File: src/rtl/music_player.sv
// music_player: streams samples from the sample RAM to the speaker at SAMPLE_HZ.
// Optional build macro MUSIC_PLAYER_VOLUME_EN adds a 3-bit arithmetic-shift volume input.
module music_player #(
   parameter int CLK_HZ    = 27000000,
   parameter int SAMPLE_HZ = 8000,
   parameter int ADDR_W    = 12,
   parameter int DATA_W    = 16,
   parameter int RAM_LAT   = 1
) (
   input  logic              sys_clk,
   input  logic              sys_rst,
   input  logic              init_done,
   input  logic              start,
   input  logic              stop,
   input  logic              loop_en,
   input  logic [ADDR_W-1:0] music_len,
`ifdef MUSIC_PLAYER_VOLUME_EN
   input  logic [2:0]        vol,
`endif
   output logic              ram_rd_en,
   output logic [ADDR_W-1:0] ram_addr,
   input  logic [DATA_W-1:0] ram_data_out,
   output logic [DATA_W-1:0] speaker_data,
   output logic              sample_strobe,
   output logic              busy,
   output logic              done
);

   localparam int DIV = CLK_HZ / SAMPLE_HZ;
   localparam int TW  = $clog2(DIV);
   localparam logic [TW-1:0] TICK_MAX = TW'(DIV - 1);
   localparam logic [1:0]    LAT_MAX  = 2'(RAM_LAT - 1);

   typedef enum logic [1:0] {
      IDLE,
      READ,
      WAIT_DATA,
      HOLD
   } state_t;

   state_t            r_state;
   logic [ADDR_W-1:0] r_len;
   logic [ADDR_W-1:0] r_addr;
   logic [TW-1:0]     r_tick;
   logic [1:0]        r_lat;
   logic              r_last;
   logic              r_rd_en;
   logic [DATA_W-1:0] r_spk;
   logic              r_strobe;
   logic              r_busy;
   logic              r_done;

   logic [DATA_W-1:0] w_sample;
   logic              w_wrap;
   logic              w_at_end;

`ifdef MUSIC_PLAYER_VOLUME_EN
   assign w_sample = DATA_W'($signed(ram_data_out) >>> vol);
`else
   assign w_sample = ram_data_out;
`endif

   assign w_wrap   = (r_tick == TICK_MAX);
   assign w_at_end = (r_addr == r_len - ADDR_W'(1));

   // r_last marks the trailing period: one more "slot" runs with no read, then done.
   always_ff @(posedge sys_clk) begin
      if (sys_rst) begin
         r_state  <= IDLE;
         r_len    <= '0;
         r_addr   <= '0;
         r_tick   <= '0;
         r_lat    <= '0;
         r_last   <= 1'b0;
         r_rd_en  <= 1'b0;
         r_spk    <= '0;
         r_strobe <= 1'b0;
         r_busy   <= 1'b0;
         r_done   <= 1'b0;
      end else begin
         r_rd_en  <= 1'b0;
         r_strobe <= 1'b0;
         r_done   <= 1'b0;
         if (r_state != IDLE)
            r_tick <= w_wrap ? '0 : r_tick + TW'(1);
         if (stop && r_state != IDLE) begin
            r_state <= IDLE;
            r_busy  <= 1'b0;
            r_spk   <= '0;
            r_tick  <= '0;
         end else begin
            unique case (r_state)
               IDLE: begin
                  if (start && !stop && init_done) begin
                     if (music_len == '0) begin
                        r_done <= 1'b1;
                     end else begin
                        r_len   <= music_len;
                        r_addr  <= '0;
                        r_tick  <= '0;
                        r_last  <= 1'b0;
                        r_busy  <= 1'b1;
                        r_rd_en <= 1'b1;
                        r_state <= READ;
                     end
                  end
               end
               READ: begin
                  r_lat   <= '0;
                  r_state <= WAIT_DATA;
               end
               WAIT_DATA: begin
                  if (r_lat == LAT_MAX) begin
                     if (r_last) begin
                        r_done  <= 1'b1;
                        r_busy  <= 1'b0;
                        r_spk   <= '0;
                        r_tick  <= '0;
                        r_state <= IDLE;
                     end else begin
                        r_spk    <= w_sample;
                        r_strobe <= 1'b1;
                        r_state  <= HOLD;
                        if (w_at_end) begin
                           if (loop_en)
                              r_addr <= '0;
                           else
                              r_last <= 1'b1;
                        end else begin
                           r_addr <= r_addr + ADDR_W'(1);
                        end
                     end
                  end else begin
                     r_lat <= r_lat + 2'd1;
                  end
               end
               HOLD: begin
                  if (w_wrap) begin
                     r_rd_en <= !r_last;
                     r_state <= READ;
                  end
               end
            endcase
         end
      end
   end

   assign ram_rd_en     = r_rd_en;
   assign ram_addr      = r_addr;
   assign speaker_data  = r_spk;
   assign sample_strobe = r_strobe;
   assign busy          = r_busy;
   assign done          = r_done;

endmodule
File: config.mk
export PLATFORM = sky130hd
export DESIGN_NAME = music_player
export DESIGN_NICKNAME = d
export VERILOG_FILES = /design/src/rtl/music_player.sv
export SDC_FILE = /design/constraint.sdc
export NUM_CORES = 1
export LEC_CHECK = 0
export ABC_AREA = 1
export CAP_MARGIN = 5
export CELL_PAD_IN_SITES_DETAIL_PLACEMENT = 1
export CELL_PAD_IN_SITES_GLOBAL_PLACEMENT = 2
export CORE_UTILIZATION = 28
export DETAILED_ROUTE_END_ITERATION = 12
export PLACE_DENSITY_LB_ADDON = 0.1
export RECOVER_POWER = 100
export SYNTH_ARGS = -nofsm -noshare
export SYNTH_HDL_FRONTEND = slang
export SYNTH_SLANG_ARGS = --single-unit
File: constraint.sdc
create_clock -name sys_clk -period 2.35 [get_ports sys_clk]
set_clock_uncertainty 0.15 [all_clocks]
set_input_delay 0.3525 -clock sys_clk [delete_from_list [all_inputs] [get_ports sys_clk]]
set_output_delay 0.3525 -clock sys_clk [all_outputs]
set_load 0.03 [all_outputs]
==> summary.md <==
| Metric | Value |
|---|---|
| Combinational Power Share | 48.2% |
| Crit-path slowest cell | dlygate4sd3_1 |
| Cell variety after synth | 39 |
| Vias in the first global route | 3,860 |
| GRT Total Usage | 18.5% |
| Cells after Synth | roughly 530 |
| Worst Setup Start Kind | register |
| Grt ovf | 0 |
| CTS sink count | 61 |
| Hold WC Path Type | reg2reg |
| CP peak stage delay | 0.73 ns |
| Max Cap Viol | 0 |
| Vias | 3,679 |
| Initial DRT Pass Iterations | 4 |
| Vert. Die Dim | approximately 110 µm |
| Synthesized flop and latch total | 61 |
| Mux contribution to synthesized area | 0% |
| Combinational family with the most area after synthesis | simple AND/OR/NAND/NOR gates |
| Routed Antenna Nets | 0 |
| Die area | 13,100 µm² |
| CTS tree | built |
| Worst-path clk slew | 0.06 ns |
| R2r setup slk | 0.20 ns |
| Largest net degree at the start of global routing | 18 |
| CP Data Required Time | 1.85 ns |
| Antenna Cells | 0 |
| CP endpoint kind | output port |
| Final std cells w/o fill | between 700 and 800 |
| Mapped cell area | between 3000 and 4000 µm² |
| CTS Buf Count | 9 |
| Peak supply drop | 568 µV |
| Worst Path Arrival | between 1.5 and 2 ns |
| Net count, final | 662 |
| CTS max path bufs | 2 |
| Final setup vio count | 0 |
| First-pass GRT wire length | 18,500 µm |
| IO Pins | 66 |
| Minimum clock period | 2.22 ns |
| Layout cells sized above 1 | 13.1% |
| Critical Path Fanout Max | 5 |
| Initial antenna violation count | 0 |
| Status | finished, final reports clean |
| Synth Area in Compound Gates | 13.3% |
| Root Driver | clkbuf_16 |
| Most frequent cells in the layout | 123 x nand2_1, 69 x nor2_1, 66 x inv_1 |
| Area of the multi-input gates | 2060 µm² |
| Layout fillers | 1,574 |
| Yosys warning total | 0 |
| Final hold violation count | 0 |
| Placed inst area | ~4600 µm² |
| CP Class | reg2out |
| Power Internal | 2970 µW |
| Die width | roughly 110 µm |
| Drt total wl | roughly 11,000 µm |
| # port buffers | 65 |
| Net Sw Frac | 43.3% |
| PwrDens | 1060 nW/µm² |
| Reg area | around 1200 µm² |
| Post-route cell area | 4950 µm² |
| Clock share of power | a little over a quarter |
| Residual DRC count | 0 |
| CP Cell Sequence | buf_4 -> dlygate4sd3_1 |
| Avg Cell Area, Syn | around 6.7 µm² |
| Design Power | around 5200 µW |
| Sequential share of the synthesized area | 34.4% |
| Sequential Power Share | 25.2% |
| Routed len/inst | 14.1 µm |
| Slew at the pin closest to its max-slew limit | 0.529 ns |
| Slew Viols, Final | 0 |
| Vias per cell | 4.65 |
| Post-Syn Nets | 571 |
| Detailed Place HPWL | 8840 µm |
| Final period utilization | 94.3% |
| Fraction of the mapped netlist area in adder cells | roughly 3.2% |
| Worst slew margin | 64.7% |
| Worst-Skew Late Latency | 0.34 ns |
| Core area | 12,200 µm² |
| Area grow syn2layout | 39.5% |
| H-tree depth | 3 |
| Leakage | between 0.002 and 0.0025 µW |
| Fmax | 451 MHz |
| 1st-iter DRT viols | 96 |
| Simple-Gate Fraction of Synth Area | 34.3% |
| Commonest non-fill, non-tap cell in the layout | nand2_1 |
| Initial Utilization | 29.1% |
| Psw | 2270 µW |
| FP Rows | 40 |
| Placer Congestion | 0.823 |
| Cell count after placement | 776 |
| Synth Area in XOR/XNOR | 4.93% |
-- critical path, delay by kind of cell, from the launching register on --
kind / cells / cell delay, ns
flip-flops: 1 / 0.47
buffers and inverters: 2 / 0.90
-- cells in the mapped netlist --
cell type,instances,area share (%)
nand2_1,127,13
nor2_1,74,7.8
inv_1,66,7.0
dfxtp_1,61,34
nand3_1,36,5.1
a21oi_1,26,3.7
o21ai_0,20,2.8
a32o_1,16,4.5
xor2_1,12,3.0
clkbuf_1,10,1.1
ha_1,9,3.2
nor3_1,8,1.1
xnor2_1,8,2.0
nor2_2,7,1.2
nand4_1,6,1.1
nand2_2,5,0.88
a211oi_1,4,0.85
buf_2,4,0.56
and3_1,3,0.53
nand3b_1,3,0.63
buf_6,2,0.63
nand2_4,2,0.63
nor2_4,2,0.63
o21a_1,2,0.42
a21o_1,1,0.21
a31o_2,1,0.25
a31oi_1,1,0.18
buf_1,1,0.11
buf_4,1,0.21
clkbuf_2,1,0.14
clkinv_1,1,0.11
inv_2,1,0.11
nand3_2,1,0.28
nand4_2,1,0.35
nor3_2,1,0.28
nor3b_1,1,0.21
nor4_1,1,0.18
o211ai_1,1,0.21
o22ai_1,1,0.18
-- metrics by stage --
step	util [%]	setup TNS (ns)	setup WS (ns)	hold WS, ns
after floorplan	-	0	0.313	0.285
after detailed placement	37.4	-0.314	-0.0546	0.304
final	40.6	0	0.134	0.313
after CTS	40.0	0	0.0330	0.312
after global routing	40.6	-0.00150	-0.00150	0.348
after global placement	37.4	0	0.0276	0.301
-- cell families (layout without fill, tap and decap cells) --
group                      after synthesis  after routing
buffers and inverters                   87            183
AOI/OAI and AO/OA                       73             73
adders and majority gates                9              9
DFF                                     61             61
and+or+nand+nor                        278            278
xor gates and xnor gates                20             20
-- repair_timing --
action	4_1_cts	5_1_grt
setup buffers	0	0
setup endpoints to repair	3	14
gates resized for setup	1	20
hold buffers	0	0
pin swaps	0	2
-- registers in the layout, summed over array words and instances, names as in the netlist --
register       cells
r_lat              2
sample_strobe      1
r_len             12
busy               1
done               1
r_state            2
r_last             1
ram_rd_en          1
r_tick            12
speaker_data      16
ram_addr          12
-- path summary, 6_finish.rpt --
path / startpoint / end / cells past startpoint
worst max-delay path: ram_addr[7]$_SDFFE_PP0P_ / ram_addr[7] / 2
worst min-delay path: r_len[11]$_SDFFE_PP0P_ / r_len[11]$_SDFFE_PP0P_ / 2
worst max register to register: r_len[0]$_SDFFE_PP0P_ / ram_addr[1]$_SDFFE_PP0P_ / 15
worst min register to register: r_len[11]$_SDFFE_PP0P_ / r_len[11]$_SDFFE_PP0P_ / 2
-- area by class of cell --
cell class	instances	area share [%]
multi-input combinational	380	41.6
sequential	61	24.7
timing repair buffer	99	18.1
inverter	68	5.15
clock buffer	9	4.55
tap	168	4.24
clock inverter	7	1.69
-- power by group through the flow --
stage | registers, µW | logic, µW | clock network (µW)
global placement | 1350 | 2430 | 0
detailed placement | 1350 | 2500 | 0
global route | 1350 | 2860 | 1470
floorplan | 1480 | 1520 | 0
finish | 1320 | 2530 | 1390
CTS | 1330 | 2520 | 1430
-- metal layers --
layer,track usage (%),vias up,share of wire (%)
met2,34.5,40,52
li1,-,1885,-
met4,5.63,0,1.3
met1,20.6,1743,44
met5,0,-,0
met3,4.76,11,2.7
Note: power is estimated with default switching activity, not from simulation.
